$ cat src/rtl/barrelshifter_pipe_if.sv
// Stream bundle for the pipelined barrel shifter: operand/mode/coeff in, result/flags out.
// The slave modport is the shifter's view; master is the producer/consumer side.
interface barrelshifter_pipe_if #(
  parameter int WIDTH = 32
);
  localparam int SHW = $clog2(WIDTH);

  logic             rx_valid;
  logic             rx_ready;
  logic [2:0]       rx_mode;
  logic [WIDTH-1:0] rx_input;
  logic [SHW-1:0]   rx_coeff;
  logic             tx_valid;
  logic             tx_ready;
  logic [WIDTH-1:0] tx_shift;
  logic             tx_carry;
  logic             tx_zero;

  modport master (
    output rx_valid, rx_mode, rx_input, rx_coeff, tx_ready,
    input  rx_ready, tx_valid, tx_shift, tx_carry, tx_zero
  );

  modport slave (
    input  rx_valid, rx_mode, rx_input, rx_coeff, tx_ready,
    output rx_ready, tx_valid, tx_shift, tx_carry, tx_zero
  );
endinterface

$ cat src/rtl/barrelshifter_pipe.sv
// Pipelined barrel shifter (PASS/SLL/SRL/SRA/ROL/ROR), capture + SHW shift stages + output, latency SHW+2 edges.
// Single global stall when the output is held (tx_valid & ~tx_ready); bubbles are kept, rx_ready = ~stall.
module barrelshifter_pipe #(
  parameter  int WIDTH = 32,
  localparam int SHW   = $clog2(WIDTH)
) (
  input  logic                aclk,
  input  logic                areset,
  barrelshifter_pipe_if.slave bus
);
  localparam logic [2:0] MODE_PASS = 3'b000;
  localparam logic [2:0] MODE_SLL  = 3'b001;
  localparam logic [2:0] MODE_SRL  = 3'b010;
  localparam logic [2:0] MODE_SRA  = 3'b011;
  localparam logic [2:0] MODE_ROL  = 3'b100;
  localparam logic [2:0] MODE_ROR  = 3'b101;

  typedef struct packed {
    logic             vld;
    logic [2:0]       mode;
    logic [WIDTH-1:0] dat;
    logic [SHW-1:0]   coeff;
    logic             carry;
  } stage_t;

  stage_t           cap;
  stage_t           pipe [SHW+1];
  logic             out_vld;
  logic [WIDTH-1:0] out_dat;
  logic             out_carry;
  logic             out_zero;
  logic             stall;

  assign stall        = out_vld & ~bus.tx_ready;
  assign bus.rx_ready = ~stall;
  assign bus.tx_valid = out_vld;
  assign bus.tx_shift = out_dat;
  assign bus.tx_carry = out_carry;
  assign bus.tx_zero  = out_zero;

  // Zero shifts and unknown modes collapse to PASS so later stages and carry logic never see them.
  always_comb begin
    cap       = '0;
    cap.vld   = bus.rx_valid;
    cap.dat   = bus.rx_input;
    cap.coeff = bus.rx_coeff;
    cap.mode  = (bus.rx_mode > MODE_ROR || bus.rx_coeff == '0) ? MODE_PASS : bus.rx_mode;
    case (cap.mode)
      MODE_SLL:           cap.carry = bus.rx_input[SHW'(0) - bus.rx_coeff];
      MODE_SRL, MODE_SRA: cap.carry = bus.rx_input[bus.rx_coeff - SHW'(1)];
      default:            cap.carry = 1'b0;
    endcase
  end

  function automatic stage_t shift_stage(input stage_t s, input int k);
    stage_t r   = s;
    int     amt = 1 << k;
    if (s.coeff[k]) begin
      case (s.mode)
        MODE_SLL: r.dat = s.dat << amt;
        MODE_SRL: r.dat = s.dat >> amt;
        MODE_SRA: r.dat = $signed(s.dat) >>> amt;
        MODE_ROL: r.dat = (s.dat << amt) | (s.dat >> (WIDTH - amt));
        MODE_ROR: r.dat = (s.dat >> amt) | (s.dat << (WIDTH - amt));
        default:  r.dat = s.dat;
      endcase
    end
    return r;
  endfunction

  always_ff @(posedge aclk) begin
    if (areset) begin
      for (int i = 0; i <= SHW; i++) pipe[i] <= '0;
      out_vld   <= 1'b0;
      out_dat   <= '0;
      out_carry <= 1'b0;
      out_zero  <= 1'b0;
    end else if (!stall) begin
      pipe[0] <= cap;
      for (int k = 0; k < SHW; k++) pipe[k+1] <= shift_stage(pipe[k], k);
      out_vld  <= pipe[SHW].vld;
      out_dat  <= pipe[SHW].dat;
      out_zero <= (pipe[SHW].dat == '0);
      // Rotate carry comes from the finished result; shift carries were resolved at capture.
      case (pipe[SHW].mode)
        MODE_ROL: out_carry <= pipe[SHW].dat[0];
        MODE_ROR: out_carry <= pipe[SHW].dat[WIDTH-1];
        default:  out_carry <= pipe[SHW].carry;
      endcase
    end
  end
endmodule

$ cat src/flat_wrapper.sv
// flat-port wrapper written by rule: the top's interface ports become plain ports
module barrelshifter_pipe_flat 
#(
  parameter  int WIDTH = 32,
  localparam int SHW   = $clog2(WIDTH)
)
  (aclk, areset, bus_rx_valid, bus_rx_mode, bus_rx_input, bus_rx_coeff, bus_tx_ready, bus_rx_ready, bus_tx_valid, bus_tx_shift, bus_tx_carry, bus_tx_zero);
  barrelshifter_pipe_if #(.WIDTH(WIDTH)) bus_i ();
  input  logic aclk;
  input  logic areset;
  input wire logic [$bits(bus_i.rx_valid)-1:0] bus_rx_valid;
  input wire logic [$bits(bus_i.rx_mode)-1:0] bus_rx_mode;
  input wire logic [$bits(bus_i.rx_input)-1:0] bus_rx_input;
  input wire logic [$bits(bus_i.rx_coeff)-1:0] bus_rx_coeff;
  input wire logic [$bits(bus_i.tx_ready)-1:0] bus_tx_ready;
  output wire logic [$bits(bus_i.rx_ready)-1:0] bus_rx_ready;
  output wire logic [$bits(bus_i.tx_valid)-1:0] bus_tx_valid;
  output wire logic [$bits(bus_i.tx_shift)-1:0] bus_tx_shift;
  output wire logic [$bits(bus_i.tx_carry)-1:0] bus_tx_carry;
  output wire logic [$bits(bus_i.tx_zero)-1:0] bus_tx_zero;
  assign bus_i.rx_valid = bus_rx_valid;
  assign bus_i.rx_mode = bus_rx_mode;
  assign bus_i.rx_input = bus_rx_input;
  assign bus_i.rx_coeff = bus_rx_coeff;
  assign bus_i.tx_ready = bus_tx_ready;
  assign bus_rx_ready = bus_i.rx_ready;
  assign bus_tx_valid = bus_i.tx_valid;
  assign bus_tx_shift = bus_i.tx_shift;
  assign bus_tx_carry = bus_i.tx_carry;
  assign bus_tx_zero = bus_i.tx_zero;
  barrelshifter_pipe #(.WIDTH(WIDTH)) u_core (.aclk(aclk), .areset(areset), .bus(bus_i));
endmodule
$ cat config.mk
export PLATFORM = sky130hd
export DESIGN_NAME = barrelshifter_pipe_flat
export DESIGN_NICKNAME = d
export VERILOG_FILES = /design/src/rtl/barrelshifter_pipe_if.sv /design/src/rtl/barrelshifter_pipe.sv /design/src/flat_wrapper.sv
export SDC_FILE = /design/constraint.sdc
export NUM_CORES = 1
export LEC_CHECK = 0
export ABC_AREA = 1
export CAP_MARGIN = 25
export CORE_MARGIN = 5
export CORE_UTILIZATION = 40
export CTS_CLUSTER_DIAMETER = 80
export DETAILED_ROUTE_END_ITERATION = 10
export GPL_TIMING_DRIVEN = 0
export PLACE_DENSITY_LB_ADDON = 0.15
export SLEW_MARGIN = 20
export SYNTH_ARGS = -nofsm -noshare
export SYNTH_HDL_FRONTEND = slang
export SYNTH_SLANG_ARGS = --single-unit
export TNS_END_PERCENT = 5
$ cat constraint.sdc
create_clock -name aclk -period 12.03 [get_ports aclk]
set_input_delay 3.609 -clock aclk [delete_from_list [all_inputs] [get_ports aclk]]
set_output_delay 3.609 -clock aclk [all_outputs]
set_load 0.01 [all_outputs]
## Word level (Yosys, flattened, before mapping)

Memory sizes are Yosys's and may differ from the RTL's.
Index checks and enable logic that the tools add are counted.

| word-level totals | value |
|---|---|
| RAM bits | 252 |
| memories | 1 |
| output and inout bits | 36 |
| word-level logic and storage cells | 101 |
| register bits after elaboration | 35 |
| bits of input ports | 44 |

| operators by class | value |
|---|---|
| bitwise logic cells | 18 |
| equality and inequality tests | 30 |
| magnitude comparators | 3 |
| multiplexer cells | 38 |
| reductions and logical operators | 5 |
| $add $sub $neg | 2 |

Memory list:

| memory | words | bits a word | read ports | clocked after memory_dff | write ports | RTL line | text |
|---|---|---|---|---|---|---|---|
| u_core.pipe | 6 | 42 | 6 | 0 | 6 | barrelshifter_pipe.sv:27 | `stage_t pipe [SHW+1];` |

Operator list:

| kind | count |
|---|---|
| $pmux W32 S5 | 4 |
| $mux W32 | 15 |
| $mux W42 | 6 |
| $pmux W32 S4 | 1 |
| $eq A3 B2 Y1 const B | 12 |
| $eq A3 B3 Y1 const B | 12 |
| $logic_not A32 Y1 | 1 |
| $or A24 B32 Y32 | 1 |
| $or A28 B32 Y32 | 1 |
| $or A30 B32 Y32 | 1 |
| $or A31 B32 Y32 | 1 |
| $or A32 B1 Y32 | 1 |
| $or A32 B16 Y32 | 1 |
| $or A32 B2 Y32 | 1 |
| $or A32 B4 Y32 | 1 |
| $or A32 B8 Y32 | 1 |
| $eq A3 B1 Y1 const B | 6 |
| $lt A5 B6 Y1 const B | 2 |
| $bmux W1 S5 | 2 |
| $mux W1 | 7 |
| $or A1 B1 Y1 | 6 |
| $logic_not A5 Y1 | 1 |
| $sub A1 B5 Y5 const A | 1 |
| $sub A5 B1 Y5 const B | 1 |
| 7 further kinds | 10 |

## Longest topological paths before layout

| depth | value |
|---|---|
| depth in word-level cells | 7 |
| mapped depth | 14 |
| depth with buffers taken out | 11 |

## Worst setup path before layout

No wires, ideal clock.

| timing | value |
|---|---|
| kind | in2reg |
| start point | in bus_tx_ready |
| end point | mem u_core.pipe[0][0] (netlist name) (enable) |
| required time | 10.201 ns |
| stages | 3 |
| data arrival time | 8.052 ns |
| setup slack | 2.149 ns |
| library setup time | 1.829 ns |
| path buffers | 1 |
| cell sequence | nor2_2 clkbuf_1 nand2_1 |

RTL lines:

| item | RTL line | text |
|---|---|---|
| from (decl) | flat_wrapper.sv:15 | `input wire logic [$bits(bus_i.tx_ready)-1:0] bus_tx_ready;` |
| to (decl) | barrelshifter_pipe.sv:27 |  |

## Final worst setup path

| timing | value |
|---|---|
| start point | in bus_tx_ready |
| end point | out bus_rx_ready |

| on the way | value |
|---|---|
| cells in the longest elaborated chain, start to end | 3 |

Ends and longest elaborated chain:

| item | RTL line | text |
|---|---|---|
| $not A1 Y1 | barrelshifter_pipe.sv:34 | `assign stall = out_vld & ~bus.tx_ready;` |
| $and A1 B1 Y1 | barrelshifter_pipe.sv:34 |  |
| $not A1 Y1 | barrelshifter_pipe.sv:35 | `assign bus.rx_ready = ~stall;` |
| to (decl) | flat_wrapper.sv:16 | `output wire logic [$bits(bus_i.rx_ready)-1:0] bus_rx_ready;` |

No other way between the ends.

==> impl_summary.md <==
Setup path
The endpoint required time on the critical path is 8.42 ns. Traced cell by cell, the critical path runs through clkdlybuf4s50_1 -> nor2_2 -> clkbuf_1 -> inv_1 -> clkdlybuf4s50_1. For flop-to-flop paths, the worst setup slack is 9.43 ns. The data arrival time of the critical path is 5.38 ns.

The slowest stage cell on the critical path is sky130_fd_sc_hd__clkdlybuf4s50_1. The nature of the critical path endpoint is an output pin. The endpoint of the lowest-slack register-to-register path is u_core.pipe[0][16]$_SDFFCE_PN0P_.

The delay contributed by the slowest stage of the critical path is 0.49 ns. Of all nets on the critical path, the largest fanout is 10. Counting stages on the worst path, the most repeated cell is sky130_fd_sc_hd__clkdlybuf4s50_1. The depth of the worst register-to-register path is 6.

The beginning of the worst register-to-register path is u_core.bus.tx_valid$_SDFFE_PP0N_. The class of the most critical setup path is input port to output pin. The worst setup path is launched from an input port.

Final layout
Once layout is complete, the cells apart from fillers number 2051. The area growth from synthesis to layout is 18.4%. 0 antenna diodes ended up in the layout.

The net total in the final layout is 1631. The share of the core filled with cells in the final layout is 0.481. The number of fill cells in the layout is 3102. In the final layout, the share of cells above drive strength 1 is 0.0566.

Clocking
The CTS root buffer is sky130_fd_sc_hd__clkbuf_16. Counting the buffers created by CTS gives 30. The register clock-pin slew on the reported worst setup and hold paths is 0.06 ns. The number of gates resized after CTS was 0. The quantity of hold-fixing buffers added after cts is 0. The H-tree depth reported by CTS is 1. The TritonCTS clock tree is built. The maximum number of buffers from clock root to sink is 3. The buffers inserted during post-CTS setup optimization is 0. For the worst-skew pair, the clock arrives at the later sink with an insertion delay of 0.57 ns. The tree built by TritonCTS fans out to 272 sinks.

Die
The floorplan has 66 rows. In this run the count of I/O pins placed on the die edge is 80. The die width is 192 um. The floorplan step defined a die boundary enclosing 36900 um2. The height of the chip is 192 um.

The starting density of the core is 0.406. The floorplan step defined a core boundary enclosing 32600 um2.

Power and ir drop
Of the total power, combinational logic draws 0.074. The power density of the placed cells is 138 nW/um2. The net switching fraction of the power is 0.236.

For this design the static power due to leakage is 6.08 nW. IR analysis of the VDD net gives a maximum drop of 0.104 mV. Of the total power, registers draw 0.504. The internal power is 1.66 mW. Of the total power, the clock network draws 0.422.

The total net switching power is 511 uW.

Global route
Global routing finished with a remaining overflow of 0. The number of global-route vias before repair is 10400. The maximum number of pins on one net before global-route repair is 60.

For this run, the total global-route usage over all layers was measured as 0.199. The first global-routing pass estimated 57.8 mm of wire. The number of antenna violations at the first check in global routing came to 0.

Route
The count of nets left with antenna violations once routing finished came out at 0. Using the TritonRoute via totals, the vias-per-cell ratio works out to 5.29. The violation count after the first detailed-route iteration is 639. The total wire length after detailed routing is 37.0 mm. The remaining design rule violation count is 0.

The pre-antenna-repair detailed-routing pass consisted of 5 iterations. The via count is 10800. The average detailed-routed wire length per instance is 18.1 um.

Placed design
Before CTS, the worst setup slack after placement is 3.03 ns. The number of buffers inserted by port buffering is 78. The routability congestion estimate from global placement is 0.895. The number of placed instances, taps included, is 1995.

The HPWL after detailed placement is 27.7 mm.

Timing
The worst max-slew margin expressed relative to the limit is 0.423. Hold is met by 0.451 ns. The time the worst path needs with I/O delays and setup is 8.99 ns. Setup repair after global routing left no endpoint under its margin. The number of hold violations in the final report is 0. In the final timing run, aggregate negative setup slack is 0 ns. At the pin with the least slew margin, the transition time is 0.861 ns. The final count of negative-setup-slack endpoints is 0.

The number of max-slew violations in the final report was 0. After layout, the worst setup slack is 3.04 ns. The fmax is 0.111 GHz. Clock skew on the completed layout was measured at 0.0274 ns. Dividing the final minimum period by the clock period gives 0.747.

Flow run
The count of maximum capacitance violations is 0.

Logic synthesis
Counting every instance in the synthesized netlist gives 1471. The number of warning messages in the yosys log is 0. The per-instance average area after synthesis is 9.01 um2. The number of nets handed over by synthesis was 1517.

The mapped netlist covers 13200 um2. The number of distinct standard cells referenced by the synthesized netlist is 33. Of the synthesized area, sequential elements account for 0.590.

The synthesized flop and latch total is 272.

Status
The run finished with clean final reports.

Hold path
The worst min-delay path startpoint is u_core.pipe[5][41]$_SDFFCE_PN0P_. The worst hold path passes through 2 cells. The terminating pin of the worst hold path is u_core.bus.tx_valid$_SDFFE_PP0N_. The worst min-delay path category is register to register.
critical path, delay by kind of cell:
| kind | cells | cell delay (ns) |
|---|---|---|
| AND/OR/NAND/NOR | 1 | 0.40 |
| buffers and inverters | 4 | 1.37 |
per-layer routing:
metal  track usage  wire [um]  vias to the layer above
met5             0          0                        -
met4        0.0913       1930                        0
met2         0.359      18700                      312
met3        0.0209       1350                       97
li1              -          -                     5349
met1         0.239      15000                     5086
power by group through the flow:
stage	logic, mW	registers (mW)	clock network (mW)
after floorplan	0.0998	1.10	0
after global placement	0.158	1.11	0
after detailed placement	0.159	1.11	0
after CTS	0.160	1.09	0.935
after global routing	0.179	1.10	0.974
final	0.160	1.09	0.916
state kept, by name, summed over array words and instances, names as in the netlist:
name	flops
u_core.pipe	237
u_core.bus.tx_shift	32
u_core.bus.tx_carry	1
u_core.bus.tx_valid	1
u_core.bus.tx_zero	1
how the worst max path moves through the flow:
stage,startpoint,end,slack [ns]
2_1_floorplan,bus_tx_ready,u_core.pipe[0][0]$_SDFFCE_PN0P_,2.15
3_3_place_gp,bus_tx_ready,u_core.pipe[0][22]$_SDFFCE_PN0P_,-0.90
3_5_place_dp,bus_tx_ready,bus_rx_ready,3.03
4_1_cts,bus_tx_ready,bus_rx_ready,3.02
5_1_grt,bus_tx_ready,bus_rx_ready,2.89
6_report,bus_tx_ready,bus_rx_ready,3.04
through the flow:
step           cell area (um2)  total power [mW]
3_5_place_dp             14700              1.27
5_1_grt                  15700              2.25
6_report                 15700              2.17
4_1_cts                  15700              2.19
3_3_place_gp             14600              1.27
2_1_floorplan            13200              1.20
layout by cell type, fill, tap and decap left out, drive strengths merged, types with 2 or more instances in the layout:
master           n
a221oi           4
nor2           122
a32oi            2
buf             39
clkbuf          91
a22oi           13
clkinvlp         3
nor4             7
a21oi          177
nor3             5
a31oi           37
ha               2
o21ai          181
a41oi            3
nand2          311
bufinv           4
edfxtp         237
inv            122
dfxtp           35
clkinv          20
nand3          101
xor2             2
nand4            5
clkdlybuf4s50   78
o211ai           4
Yosys cell counts, drive strengths merged:
cell type,count,share of area
buf,35,0.014
o21ai,181,0.069
a32oi,2,0.0013
a21oi,177,0.067
a31oi,37,0.017
xor2,2,0.0013
clkinv,2,0.00057
a22oi,13,0.0074
a221oi,4,0.0026
nor3,5,0.0019
a41oi,3,0.0020
o221ai,1,0.00066
clkbuf,60,0.017
edfxtp,237,0.54
nand3,101,0.038
inv,122,0.035
nand3b,1,0.00057
a21boi,1,0.0014
nand4,5,0.0024
o211ai,4,0.0023
nand2,311,0.088
nor4,7,0.0033
nor2,122,0.035
dfxtp,35,0.053
ha,2,0.0019
xnor2,1,0.00066
kinds of logic after synthesis:
group / after synthesis / synth area share
adders and majority gates: 2 / 0.00189
AOI/OAI and AO/OA: 423 / 0.171
buffers and inverters: 219 / 0.0656
DFF: 272 / 0.590
xor gates and xnor gates: 3 / 0.00198
and+or+nand+nor: 552 / 0.170
final cells by class:
| cell class | instances | area [um2] | area share |
|---|---|---|---|
| Inverter | 124 | 465 | 0.0297 |
| Sequential cell | 272 | 7820 | 0.498 |
| Tap cell | 442 | 553 | 0.0353 |
| Buffer | 95 | 404 | 0.0258 |
| Multi-Input combinational cell | 980 | 4570 | 0.291 |
| Timing Repair Buffer | 82 | 883 | 0.0563 |
| Clock buffer | 31 | 754 | 0.0481 |
| Clock inverter | 25 | 239 | 0.0152 |
Power figures use the tool's default switching activity.
